### config.mk
export PLATFORM = sky130hd
export DESIGN_NAME = match_ctrl
export DESIGN_NICKNAME = d
export VERILOG_FILES = /design/src/rtl/match_ctrl.sv
export SDC_FILE = /design/constraint.sdc
export NUM_CORES = 1
export LEC_CHECK = 0
export ABC_AREA = 1
export CAP_MARGIN = 5
export CORE_UTILIZATION = 50
export CTS_CLUSTER_SIZE = 12
export DETAILED_ROUTE_END_ITERATION = 16
export HOLD_SLACK_MARGIN = 0.02
export PLACE_DENSITY = 0.74
export SETUP_SLACK_MARGIN = 0.2
export SYNTH_ARGS = -nofsm -noshare
export SYNTH_HDL_FRONTEND = slang
export SYNTH_SLANG_ARGS = --single-unit
### constraint.sdc
create_clock -name clk -period 1.69 [get_ports clk]
set_input_delay 0.2535 -clock clk [delete_from_list [all_inputs] [get_ports clk]]
set_output_delay 0.2535 -clock clk [all_outputs]
set_load 0.05 [all_outputs]
### src/rtl/match_ctrl.sv
// Pong match sequencer: serve/play/point/game-over flow, owns both scores and
// gates the ball with freeze/launch. All outputs are registered.
module match_ctrl #(
    parameter int unsigned WIN_SCORE  = 9,
    parameter int unsigned HOLD_TICKS = 1500,
    parameter int unsigned HOLDW      = 11
) (
    input  logic       clk,
    input  logic       reset,
    input  logic       tick,
    input  logic       start,
    input  logic       out_left,
    input  logic       out_right,
    output logic       freeze,
    output logic       launch,
    output logic       serve_dir,
    output logic [3:0] score_p1,
    output logic [3:0] score_p2,
    output logic [1:0] winner,
    output logic [1:0] state
);

    typedef enum logic [1:0] {
        S_IDLE  = 2'd0,
        S_SERVE = 2'd1,
        S_PLAY  = 2'd2,
        S_OVER  = 2'd3
    } state_e;

    localparam logic [3:0]       WIN  = 4'(WIN_SCORE);
    localparam logic [HOLDW-1:0] HOLD = HOLDW'(HOLD_TICKS);

    state_e           state_q;
    logic [HOLDW-1:0] cnt_q;
    logic             start_q;
    logic             freeze_q, launch_q, serve_dir_q;
    logic [3:0]       score_p1_q, score_p2_q;
    logic [1:0]       winner_q;

    logic             start_rise;
    logic [3:0]       score_p1_d, score_p2_d;

    assign start_rise = start & ~start_q;

    // Scores after a point; a simultaneous double-out is a replay with no score.
    always_comb begin
        score_p1_d = score_p1_q;
        score_p2_d = score_p2_q;
        if (out_right && !out_left) score_p1_d = score_p1_q + 4'd1;
        if (out_left && !out_right) score_p2_d = score_p2_q + 4'd1;
    end

    always_ff @(posedge clk) begin
        if (reset) begin
            state_q     <= S_IDLE;
            cnt_q       <= '0;
            start_q     <= 1'b0;
            freeze_q    <= 1'b1;
            launch_q    <= 1'b0;
            serve_dir_q <= 1'b0;
            score_p1_q  <= 4'd0;
            score_p2_q  <= 4'd0;
            winner_q    <= 2'b00;
        end else begin
            start_q  <= start;
            launch_q <= 1'b0;
            case (state_q)
                S_IDLE, S_OVER: begin
                    freeze_q <= 1'b1;
                    if (start_rise) begin
                        score_p1_q  <= 4'd0;
                        score_p2_q  <= 4'd0;
                        winner_q    <= 2'b00;
                        serve_dir_q <= 1'b0;
                        cnt_q       <= HOLD;
                        state_q     <= S_SERVE;
                    end
                end
                S_SERVE: begin
                    // The launch cycle is already the first PLAY cycle, so unfreeze with it.
                    if (cnt_q == '0) begin
                        launch_q <= 1'b1;
                        freeze_q <= 1'b0;
                        state_q  <= S_PLAY;
                    end else if (tick) begin
                        cnt_q <= cnt_q - HOLDW'(1);
                    end
                end
                S_PLAY: begin
                    if (out_left || out_right) begin
                        score_p1_q <= score_p1_d;
                        score_p2_q <= score_p2_d;
                        freeze_q   <= 1'b1;
                        if (out_left ^ out_right) serve_dir_q <= out_right;
                        if (score_p1_d == WIN) begin
                            winner_q <= 2'b01;
                            state_q  <= S_OVER;
                        end else if (score_p2_d == WIN) begin
                            winner_q <= 2'b10;
                            state_q  <= S_OVER;
                        end else begin
                            cnt_q   <= HOLD;
                            state_q <= S_SERVE;
                        end
                    end
                end
            endcase
        end
    end

    assign freeze    = freeze_q;
    assign launch    = launch_q;
    assign serve_dir = serve_dir_q;
    assign score_p1  = score_p1_q;
    assign score_p2  = score_p2_q;
    assign winner    = winner_q;
    assign state     = state_q;

endmodule

Yosys cells after proc, flatten, opt, wreduce, memory -nomap -nowiden

Cells that the tools add are included.

Output and inout bits: 15
Register bits: 27
Input port bits: 6
Logic and storage cells: 79

Equality and inequality tests: 14
$add $sub $neg: 3
Multiplexer cells: 33
Reductions and logical operators: 16
Bitwise operators: 4

Operator list:

| operator                                                              | number |
|---|---|
| 11-bit two-way mux                                                    | 6 |
| 11-bit case mux with 3 select lines                                   | 1 |
| 4-bit two-way mux                                                     | 5 |
| 2-bit two-way mux                                                     | 9 |
| 2-bit inequality test (second input constant)                         | 8 |
| 4-bit case mux with 2 select lines                                    | 2 |
| 11-bit logical NOT                                                    | 1 |
| 11-bit by 1-bit subtractor with 11-bit output (second input constant) | 1 |
| 4-bit by 1-bit adder with 4-bit output (second input constant)        | 2 |
| 4-bit == test (second input constant)                                 | 2 |
| 4-bit AND reduction                                                   | 2 |
| 1-bit two-way mux                                                     | 6 |
| 2-bit case mux with 3 select lines                                    | 1 |
| 3-bit AND reduction                                                   | 2 |
| 6-bit AND reduction                                                   | 1 |
| 2-bit == test (second input constant)                                 | 2 |
| 2-bit case mux with 2 select lines                                    | 1 |
| 2-bit OR reduction                                                    | 2 |
| 3-bit inequality test (second input constant)                         | 1 |
| 1-bit case mux with 3 select lines                                    | 1 |
| 2-bit by 1-bit == test with 1-bit output (second input constant)      | 1 |
| 1-bit logical AND                                                     | 2 |
| 1-bit logical NOT                                                     | 2 |
| 2-bit logical NOT                                                     | 1 |
| 7 further kinds                                                       | 8 |

Longest topological paths before layout

Gate-level depths: netlist of run 1.

Depth in word-level cells: 8
Gate-level depth with buffers: 13
Depth with buffers taken out: 13

Worst setup path before layout of run 1

No wires, ideal clock.

Path type: reg2reg
Start point: reg state_q[0] (netlist: state[0])
End point: reg cnt_q[10]
Data arrival time: 1.963 ns
Clock period less this slack: 2.032 ns
Stages on the path, launching flop included: 11
Library setup time: 0.069 ns
Data required time: 1.621 ns
Path buffers: 1
Setup slack: -0.342 ns
Path through: dfxtp_1 > inv_1 > ha_1 > o21ai_1 > nand2_1 > nor2_1 > nand2_1 > inv_1 > buf_4 > nand3_2 > a21oi_2

Cells in the longest elaborated chain, start to end: 4
Elaborated cells on any way between the ends: 13
Classes of those cells: eq/ne (9); mux (1); reduce/logical (3)

Ends and longest elaborated chain:

| item                                                      | RTL line | source |
|---|---|---|
| from (decl)                                               | 33       | `state_e state_q;` |
| from (signal assigned)                                    | 55       | `state_q <= S_IDLE;` |
| from (signal assigned)                                    | 76       | `state_q <= S_SERVE;` |
| from (signal assigned)                                    | 84       | `state_q <= S_PLAY;` |
| 2-bit == test / 2-bit logical NOT (equally long branches) | 67       | `case (state_q)` |
| 2-bit OR reduction                                        | 67       |  |
| 2-bit inequality test (no source line)                    | --       |  |
| 6-bit AND reduction (no source line)                      | --       |  |
| to (signal assigned)                                      | 86       | `cnt_q <= cnt_q - HOLDW'(1);` |
| to (decl)                                                 | 34       | `logic [HOLDW-1:0] cnt_q;` |

Parallel ways exist; a longest one is shown, timed or not.
A chain may end at the register's enable or synchronous reset.

Worst setup path after layout of run 1

Start point: in out_left
End point: reg winner_q[0] (netlist: winner[0])

Cells in the longest elaborated chain, start to end: 7
Elaborated cells on any way between the ends: 14
Classes of those cells: eq/ne (4); mux (5); reduce/logical (5)

Ends and longest elaborated chain:

| item                               | RTL line | source |
|---|---|---|
| from (decl)                        | 12       | `input logic out_left,` |
| 1-bit logical NOT                  | 49       | `if (out_right && !out_left) score_p1_d = score_p1_q + 4'd1;` |
| 1-bit logical AND                  | 49       |  |
| 4-bit two-way mux                  | 49       |  |
| 4-bit == test                      | 95       | `if (score_p1_d == WIN) begin` |
| 2-bit two-way mux                  | 95       |  |
| 2-bit two-way mux                  | 90       | `if (out_left \|\| out_right) begin` |
| 2-bit case mux with 2 select lines | 67       |  |
| to (signal assigned)               | 73       | `winner_q <= 2'b00;` |
| to (signal assigned)               | 96       | `winner_q <= 2'b01;` |
| to (signal assigned)               | 99       | `winner_q <= 2'b10;` |
| to (decl)                          | 38       | `logic [1:0] winner_q;` |

Parallel ways exist; a longest one is shown, timed or not. The select of a mux whose other input is x is not followed.

==> impl_metrics.csv, run 1 <==
group,metric,value,unit
run_status,outcome,"finished clean",
sta,tightest_slew,346,ps
worst_setup_path,r2r_cells,11,
cells_and_area,final_layout_size_suffix_gt1_frac,0.479,
place,hpwlAfterDp,3090,um
route,drt-total-wl,5200,um
pwr,p_per_area,1380,nW/um^2
sta,rsz0062_at_grt,"true",
synth,syn_area,1800,um^2
route,drc,0,
worst_setup_path,r2r_slack,80,ps
cells_and_area,stdcell_count,372,
sta,drv_slew,0,
floorplan,start_util,0.530,
place,dp.cells,349,
clock_tree,clk_pin_slew,140,ps
clock_tree,htreeDepth,1,
global_route,grt_max_degree,15,
cells_and_area,nets,343,
global_route,grt_pass1_wl,7400,um
global_route,overflow,0,
cells_and_area,multiInputGateArea,1360,um^2
worst_setup_path,crit_top_cell,"buf_4",
floorplan,fp-row-count,21,
worst_setup_path,crit_fanout,6,
floorplan,die_w,61.9,um
global_route,met1_usage,0.327,
synth,ys_seq_area_frac,0.301,
worst_setup_path,endpoint_kind,"register",
route,ant_nets,0,
pwr,p_leak,1.18,nW
worst_setup_path,startpoint,"out_left",
global_route,use_met3,0.0311,
floorplan,io_pins,21,
worst_setup_path,r2r-end,"winner[0]$_SDFFE_PP0P_",
route,vias,1990,
sta,period_share,0.969,
synth,syn_area_per_cell,6.70,um^2
synth,syn_nets,284,
clock_tree,cts_buffers,3,
global_route,gr-max-usage-layer,"met2",
floorplan,dieHeight,61.9,um
clock_tree,cts_sinks,27,
worst_setup_path,path_cells,"clkdlybuf4s15_1 -> inv_1 -> ha_2 -> nand2_2 -> inv_1 -> nor2_2 -> nand2_2 -> nor2_4 -> buf_4 -> buf_4 -> buf_4 -> nand2_1 -> a21oi_1",
sta,skew,3.57,ps
clock_tree,cts_tree,"yes",
floorplan,die_area,3830,um^2
worst_hold_path,hold_class,"primary input to register",
sta,max_freq,611,MHz
pwr,vdd_drop_max,0.00110,V
cells_and_area,fill_cells,214,
global_route,track_usage,0.260,
route,wl_per_cell,14.0,um
global_route,grt_antenna_before_repair,0,
worst_setup_path,critPathMaxStageDelay,250,ps
place,routabilityCongestion,0.883,
floorplan,core,3390,um^2
global_route,grt_pass1_vias,1709,
route,drt_first_pass_iters,4,
synth,ys_seq_elements,27,
cells_and_area,antenna_cells,0,
sta,layout_min_cycle_time,1640,ps
route,detail_route.iter0.violations,122,
synth,synthCells,268,
sta,hold_ws,395,ps
clock_tree,ctsHoldBuffers,0,
route,avgViaCountPerCell,5.35,
worst_setup_path,cp_data_required_time,1960,ps
sta,setup_tns,0,ps
sta,hold_viol_final,0,
worst_setup_path,crit_path_start_kind,"primary input",
sta,maxSlewHeadroom,0.767,
cells_and_area,seqCellArea,571,um^2
worst_setup_path,r2r-start,"score_p1[1]$_SDFFE_PP0P_",
synth,synth_warnings,0,
worst_setup_path,arrival,1910,ps
synth,yosysUniqueCellTypes,25,
clock_tree,cts_root_buffer,"clkbuf_4",
sta,setup_viol,0,
clock_tree,clock_latency,330,ps
place,io_buffer_count,20,
global_route,use_met2,0.464,
flow_run,drv_cap,0,
cells_and_area,area_growth,47.2,%
clock_tree,cts_max_path_buffers,2,
worst_setup_path,worst_path_max_delay_cell,"clkdlybuf4s15_1",
worst_setup_path,critPathCapture,"winner[0]$_SDFFE_PP0P_",
worst_setup_path,path_class,"primary input to register",
==> critical path: cells and delay by family <==
kind,cells,cell delay [ps]
buffers and inverters,6,740
and+or+nand+nor,5,560
adders and majority gates,1,230
AOI/OAI and AO/OA,1,130
==> sequential cells by signal, summed over array words and instances, names as in the netlist <==
signal / cells
score_p1: 4
cnt_q: 11
launch: 1
score_p2: 4
winner: 2
freeze: 1
serve_dir: 1
start_q: 1
state: 2
==> cells in the mapped netlist (all sizes together) <==
master	instances	area, um^2
dfxtp	27	541
nor2	36	148
ha	10	125
or2	1	6.26
inv	34	128
nand4	3	18.8
nand2	78	308
a21oi	23	153
clkbuf	2	7.51
a22oi	1	7.51
nor3	5	35.0
nand3b	3	22.5
nand3	32	215
o21ai	6	30.0
o21bai	1	7.51
buf	6	43.8
==> layout make-up <==
| type | instances | share of cell area |
|---|---|---|
| Multi-Input combinational cell | 201 | 0.515 |
| Sequential cell | 27 | 0.216 |
| Timing Repair Buffer | 60 | 0.187 |
| Inverter | 34 | 0.0511 |
| Tap cell | 46 | 0.0218 |
| Clock buffer | 4 | 0.00994 |
==> repair_timing <==
item | in CTS | in global routing
gates cloned | 2 | 0
pin swaps | 15 | 28
resized for setup | 28 | 37
endpoints found under the setup margin | 24 | 23
buffers inserted | 15 | 2
==> power by group <==
group | internal (mW) | switching, mW | leakage (nW)
sequential | 0.776 | 0.141 | 0.228
combinational | 1.03 | 1.43 | 0.938
clock | 0.0926 | 0.191 | 0.0150
==> routing by layer <==
| layer | routed length [um] | up-vias |
|---|---|---|
| li1 | - | 974 |
| met1 | 2140 | 927 |
| met5 | 0 | - |
| met4 | 182 | 0 |
| met2 | 2650 | 68 |
| met3 | 235 | 21 |
==> how the worst min path moves through the flow <==
stage / startpoint / end / slack (ps) / depth (start not counted)
after floorplan: start / start_q$_SDFF_PP0_ / 390 / 2
after global placement: serve_dir$_SDFFE_PP0P_ / serve_dir$_SDFFE_PP0P_ / 450 / 2
after detailed placement: freeze$_SDFFE_PP1P_ / freeze$_SDFFE_PP1P_ / 450 / 2
after CTS: out_right / serve_dir$_SDFFE_PP0P_ / 380 / 3
after global routing: out_right / serve_dir$_SDFFE_PP0P_ / 400 / 3
final: out_right / serve_dir$_SDFFE_PP0P_ / 400 / 3
==> cells in the final DEF (no fill, tap or decap), types with 2 or more instances in the layout <==
cell type        instances
buf_4                   50
nor2_2                   8
nand2_2                 19
ha_4                     5
nand4_1                  3
clkbuf_4                 3
nand2_1                 54
nor3_2                   2
nor2_1                  24
dfxtp_1                 15
a21oi_1                 12
nand2_8                  2
ha_1                     4
nand3_4                  4
nand2_4                  4
nand3_2                 14
inv_2                    6
inv_4                    3
o21ai_0                  4
buf_6                    3
a21oi_2                 11
dfxtp_4                  6
nor3_1                   3
inv_1                   25
dfxtp_2                  6
nand3b_1                 3
clkdlybuf4s50_1          3
nand3_1                 15
nor2_4                   4
==> logic make-up after synthesis <==
logic type,Yosys count,synth area share
buffers and inverters,42,0.0997
DFF,27,0.301
AOI/OAI and AO/OA,31,0.110
adders and majority gates,10,0.0697
and+or+nand+nor,158,0.420
==> stage by stage <==
| step | power (mW) | area [um^2] | worst slack, ps | util |
|---|---|---|---|---|
| after global routing | 3.92 | 2640 | 8.08 | 0.780 |
| after CTS | 3.38 | 2500 | 152 | 0.738 |
| final | 3.65 | 2640 | 52.6 | 0.780 |
| after global placement | 2.83 | 2220 | -522 | 0.656 |
| after floorplan | 2.38 | 1900 | 108 | - |
| after detailed placement | 2.85 | 2220 | -587 | 0.656 |
(Power assumes the default switching activity.)
==> run 2: changes to the inputs <==
--- a/config.mk
+++ b/config.mk
@@ -11,7 +11,7 @@
 export CTS_CLUSTER_SIZE = 12
 export DETAILED_ROUTE_END_ITERATION = 16
 export HOLD_SLACK_MARGIN = 0.02
-export PLACE_DENSITY = 0.74
+export PLACE_DENSITY = 0.75
 export SETUP_SLACK_MARGIN = 0.2
 export SYNTH_ARGS = -nofsm -noshare
 export SYNTH_HDL_FRONTEND = slang
==> run 2 against run 1 <==
Global-route usage decreased by 0.89 points. Setup slack better by 36 ps. Core utilization down 3.4 points. Power fell by 3.4%. Routed wire length decreased by 9.8%. Combinational power fell by 6%. Clock skew rose by 7.5 ps. Final cell count shrank 2.4%.
==> impl_metrics.csv, run 2 (synthesis results as in run 1) <==
group,metric,value,unit
route,detail_route.iter0.violations,115,
floorplan,die_w,61.9,um
worst_setup_path,arrival,1850,ps
route,vias,1886,
clock_tree,cts_tree,"yes",
flow_run,drv_cap,0,
place,hpwlAfterDp,3030,um
clock_tree,clock_latency,340,ps
cells_and_area,antenna_cells,0,
cells_and_area,nets,334,
route,drt-total-wl,4690,um
worst_setup_path,critPathMaxStageDelay,400,ps
clock_tree,cts_buffers,3,
cells_and_area,final_layout_size_suffix_gt1_frac,0.454,
worst_setup_path,r2r-start,"score_p2[1]$_SDFFE_PP0P_",
floorplan,dieHeight,61.9,um
sta,tightest_slew,314,ps
global_route,overflow,0,
worst_setup_path,r2r_cells,11,
clock_tree,ctsHoldBuffers,0,
floorplan,die_area,3830,um^2
pwr,p_leak,1.11,nW
worst_hold_path,hold_class,"primary input to register",
sta,skew,11.1,ps
route,drc,0,
route,ant_nets,0,
global_route,track_usage,0.252,
place,io_buffer_count,20,
sta,drv_slew,0,
worst_setup_path,worst_path_max_delay_cell,"dfxtp_4",
worst_setup_path,cp_data_required_time,1940,ps
worst_hold_path,holdPathEnd,"serve_dir$_SDFFE_PP0P_",
floorplan,start_util,0.530,
sta,period_share,0.948,
global_route,grt_antenna_before_repair,0,
clock_tree,cts_sinks,27,
pwr,vdd_drop_max,0.000852,V
sta,rsz0062_at_grt,"true",
global_route,grt_pass1_vias,1620,
route,avgViaCountPerCell,5.20,
sta,setup_viol,0,
clock_tree,cts_root_buffer,"clkbuf_4",
sta,max_freq,624,MHz
pwr,p_total,3.53,mW
worst_setup_path,crit_top_cell,"nand2_2",
place,dp.cells,347,
worst_setup_path,crit_fanout,5,
floorplan,fp-row-count,21,
worst_setup_path,crit_path_start_kind,"register",
cells_and_area,largest_register,"cnt_q",
floorplan,core,3390,um^2
sta,hold_viol_final,0,
global_route,grt_pass1_wl,7160,um
sta,maxSlewHeadroom,0.789,
cells_and_area,largest_reg_flops,11,
worst_setup_path,path_class,"register to register",
worst_setup_path,path_cells,"ha_4 -> inv_2 -> nand2_2 -> nand2_2 -> nand2_2 -> nor2_4 -> nand2_2 -> nand2_4 -> nand2_4 -> nand3_2 -> a21oi_2",
global_route,grt_max_degree,16,
floorplan,io_pins,21,
route,wl_per_cell,12.9,um
place,routabilityCongestion,0.863,
clock_tree,htreeDepth,1,
worst_setup_path,r2r_slack,90,ps
route,drt_first_pass_iters,4,
cells_and_area,area_growth,40.8,%
run_status,outcome,"finished clean",
cells_and_area,stdcell_count,363,
sta,layout_setup_ws,88.3,ps
place,preCtsSetupSlack,-596,ps
cells_and_area,layout_common_cells,"60 x nand2_1, 42 x buf_4, 25 x inv_1, 25 x nor2_1, 16 x dfxtp_1",
worst_hold_path,holdPathStages,3,
pwr,p_per_area,1400,nW/um^2
worst_setup_path,endpoint_kind,"register",
clock_tree,clk_pin_slew,150,ps
worst_setup_path,r2r-end,"cnt_q[2]$_SDFFE_PP0P_",
clock_tree,cts_max_path_buffers,2,
worst_hold_path,min_from,"out_right",
cells_and_area,final_common_cell,"nand2_1",
sta,layout_min_cycle_time,1600,ps
[run 2: changes by cell type in the layout (fill, tap and decap cells not counted), moves of 2 or more]
| cell | previous run | this run |
|---|---|---|
| buf_4 | 50 | 42 |
| nand2_1 | 54 | 60 |
| nand2_2 | 19 | 15 |
| a21oi_1 | 12 | 10 |
| a21oi_2 | 11 | 13 |
[run 2: layout make-up]
type | instances | area (um^2)
multi-input combinational | 201 | 1340
clock buffer | 3 | 22.5
sequential | 27 | 569
tap | 46 | 57.6
clock inverter | 1 | 5.00
inverter | 34 | 135
timing repair buffer | 51 | 404
fill | 247 | 861
[run 2: report_power, final]
part	internal [mW]	switching [mW]
logic	0.965	1.34
registers	0.774	0.164
clock network	0.0891	0.199
[run 2: what timing repair did]
action                                 in CTS  in global routing
buffers inserted                            9                  1
gates resized for setup                    35                 22
setup endpoints to repair                  24                 23
cloned                                      2                  0
pin swaps                                  22                 26
endpoints found under the hold margin       0                  0
[run 2: metal layers]
layer / wire length, um / vias to the layer above / GRT usage
met3: 104 / 10 / 0.0248
met4: 94 / 0 / 0.0698
met1: 2110 / 880 / 0.337
met5: 0 / - / 0
met2: 2380 / 34 / 0.430
li1: - / 962 / -
[run 2: stage by stage]
| stage | utilization | hold WS, ps | TNS, ps | cell area [um^2] |
|---|---|---|---|---|
| finish | 0.746 | 219 | 0 | 2530 |
| global route | 0.746 | 224 | -36.8 | 2530 |
| CTS | 0.724 | 358 | 0 | 2450 |
| detailed placement | 0.652 | 450 | -11050 | 2210 |
| global placement | 0.652 | 450 | -9690 | 2210 |
| floorplan | - | 388 | 0 | 1900 |
[run 2: critical path: cells and delay by family (launching register included)]
family	cells	cell delay, ps
AOI/OAI and AO/OA	1	50
buffers and inverters	1	40
DFF	1	400
adders and majority gates	1	240
and+or+nand+nor	8	780
[run 2: how the worst max path moves through the flow]
stage	start	endpoint	slack, ps	cells past startpoint
finish	score_p2[1]$_SDFFE_PP0P_	cnt_q[2]$_SDFFE_PP0P_	90	11
global route	score_p2[1]$_SDFFE_PP0P_	cnt_q[1]$_SDFFE_PP0P_	-20	12
CTS	state[0]$_SDFFE_PP0P_	cnt_q[5]$_SDFFE_PP0P_	150	10
detailed placement	out_left	cnt_q[1]$_SDFFE_PP0P_	-600	14
global placement	out_left	cnt_q[1]$_SDFFE_PP0P_	-530	14
floorplan	state[0]$_SDFFE_PP0P_	cnt_q[4]$_SDFFE_PP0P_	110	12
==> run 3: changes to the inputs <==
--- a/config.mk
+++ b/config.mk
@@ -7,11 +7,10 @@
 export LEC_CHECK = 0
 export ABC_AREA = 1
 export CAP_MARGIN = 5
-export CORE_UTILIZATION = 50
+export CORE_UTILIZATION = 38
 export CTS_CLUSTER_SIZE = 12
 export DETAILED_ROUTE_END_ITERATION = 16
 export HOLD_SLACK_MARGIN = 0.02
-export PLACE_DENSITY = 0.75
 export SETUP_SLACK_MARGIN = 0.2
 export SYNTH_ARGS = -nofsm -noshare
 export SYNTH_HDL_FRONTEND = slang
==> run 3 against run 2 <==
The flow now finishes with violations (DRC). Die area rose by 30%. Final cell count rose by 7.7%. Critical path depth did not move. Hold slack improved by 180 ps. Final area rose by 13%. Clock skew fell by 7.0 ps. Fmax fell by 0.50%. Sequential share of layout area fell by 2.4 points. Power rose by 18%.
==> impl_metrics.csv, run 3 (synthesis results as in run 1) <==
group,metric,value,unit
clock_tree,htreeDepth,1,
clock_tree,clk_pin_slew,100,ps
route,vias,1912,
global_route,overflow,0,
pwr,p_switching,1.91,mW
global_route,grt_antenna_before_repair,0,
clock_tree,cts_buffers,3,
sta,drv_slew,0,
sta,rsz0062_at_grt,"true",
sta,tightest_slew,267,ps
floorplan,core,4440,um^2
floorplan,die_w,70.7,um
pwr,seqPwrFrac,0.217,
clock_tree,ctsHoldBuffers,0,
pwr,vdd_drop_max,0.00100,V
place,hpwlAfterDp,3280,um
global_route,grt_pass1_vias,1860,
clock_tree,clock_latency,280,ps
pwr,p_leak,1.25,nW
cells_and_area,nets,356,
floorplan,dieHeight,70.7,um
pwr,p_per_area,1460,nW/um^2
route,dr_wl_met2,2750,um
cells_and_area,fin_util,0.640,
place,routabilityCongestion,0.792,
sta,layout_setup_ws,80.3,ps
global_route,track_usage,0.216,
pwr,switching_share,0.460,
sta,layout_min_cycle_time,1610,ps
worst_setup_path,worst_path_max_delay_cell,"dfxtp_1",
route,avgViaCountPerCell,4.89,
route,drt_first_pass_iters,10,
cells_and_area,final_common_cell,"buf_4",
place,dp.cells,360,
worst_setup_path,worst-path-buf-inv,3,
run_status,outcome,"finished with violations",
sta,hold_viol_final,0,
pwr,p_total,4.16,mW
route,detail_route.iter0.violations,86,
route,met1Wirelength,2340,um
clock_tree,cts_root_buffer,"clkbuf_8",
cells_and_area,stdcell_count,391,
clock_tree,cts_tree,"yes",
floorplan,start_util,0.404,
cells_and_area,layout_common_cells,"58 x buf_4, 50 x nand2_1, 25 x nor2_1, 25 x nand2_2, 22 x inv_1",
cells_and_area,largest_reg_flops,11,
floorplan,die_area,5000,um^2
worst_hold_path,hold_class,"primary input to register",
place,preCtsSetupSlack,-748,ps
route,drt-total-wl,5280,um
worst_setup_path,arrival,1830,ps
route,wl_per_cell,13.5,um
cells_and_area,final_layout_size_suffix_gt1_frac,0.540,
sta,setup_tns,0,ps
worst_setup_path,crit_fanout,6,
worst_setup_path,critPathMaxStageDelay,340,ps
flow_run,drv_cap,0,
run_status,violations,"DRC",
sta,skew,4.08,ps
route,ant_nets,0,
clock_tree,cts_max_path_buffers,2,
route,wl_met3,122,um
worst_setup_path,path_class,"register to register",
worst_setup_path,crit_top_cell,"nand2_2",
cells_and_area,largest_register,"cnt_q",
sta,max_freq,621,MHz
worst_setup_path,crit_path_start_kind,"register",
route,drc,4,
worst_setup_path,path_cells,"inv_2 -> ha_2 -> nand2_2 -> nor2_4 -> nand3_2 -> nand2_2 -> inv_4 -> buf_6 -> nand3_4 -> nand2_2 -> a21oi_2",
sta,maxSlewHeadroom,0.821,
global_route,grt_pass1_wl,8700,um
worst_setup_path,cp_data_required_time,1910,ps
clock_tree,cts_sinks,27,
route,top_layer_used,"met4",
floorplan,fp-row-count,24,
pwr,p_int,2.25,mW
cells_and_area,area_growth,58.5,%
sta,setup_viol,0,
floorplan,io_pins,21,
worst_setup_path,worst_path_dominant_cell_family,"simple AND/OR/NAND/NOR gates",
worst_setup_path,endpoint_kind,"register",
pwr,p_clk_frac,0.095,
pwr,combPwrFrac,0.688,
global_route,grt_max_degree,15,
place,io_buffer_count,20,
sta,period_share,0.952,
cells_and_area,antenna_cells,0,
run 3: what timing repair did:
action	in CTS	in global routing
endpoints found under the hold margin	0	0
cloned	2	1
setup endpoints to repair	25	24
gates resized for setup	42	47
pin swaps	11	30
buffers inserted	13	11
run 3: layout make-up:
type | instances | area (um^2)
Clock buffer | 4 | 45.0
Fill cell | 377 | 1600
Inverter | 34 | 138
Multi-Input combinational cell | 201 | 1400
Sequential cell | 27 | 572
Tap cell | 52 | 65.1
Timing Repair Buffer | 73 | 623
run 3: worst min-delay path, delay by kind of cell:
kind | cells | cell delay [ps]
simple gates | 1 | 120
compound gates | 1 | 50
buf+inv | 1 | 220
run 3: layer usage:
layer	vias to the layer above	global-route usage
li1	1004	-
met1	874	0.272
met2	26	0.386
met3	8	0.0356
met4	0	0.0467
met5	-	0
run 3: power by group through the flow:
stage / sequential [mW] / combinational [mW] / clock (mW)
2_1_floorplan: 0.987 / 1.39 / 0
3_3_place_gp: 0.907 / 1.94 / 0
3_5_place_dp: 0.909 / 1.95 / 0
4_1_cts: 0.892 / 2.38 / 0.410
5_1_grt: 0.919 / 3.13 / 0.436
6_report: 0.901 / 2.86 / 0.397
run 3: worst paths after layout:
check / from / endpoint / depth (start not counted) / slack [ps]
max: cnt_q[1]$_SDFFE_PP0P_ / cnt_q[0]$_SDFFE_PP0P_ / 11 / 80
max reg2reg: cnt_q[1]$_SDFFE_PP0P_ / cnt_q[0]$_SDFFE_PP0P_ / 11 / 80
min: out_right / serve_dir$_SDFFE_PP0P_ / 3 / 400
min reg2reg: winner[1]$_SDFFE_PP0P_ / winner[1]$_SDFFE_PP0P_ / 2 / 460
run 3: per-stage QoR:
| stage | cell area [um^2] | hold WS, ps |
|---|---|---|
| 4_1_cts | 2600 | 389 |
| 3_3_place_gp | 2270 | 446 |
| 2_1_floorplan | 1900 | 388 |
| 6_report | 2850 | 396 |
| 5_1_grt | 2850 | 411 |
| 3_5_place_dp | 2270 | 446 |
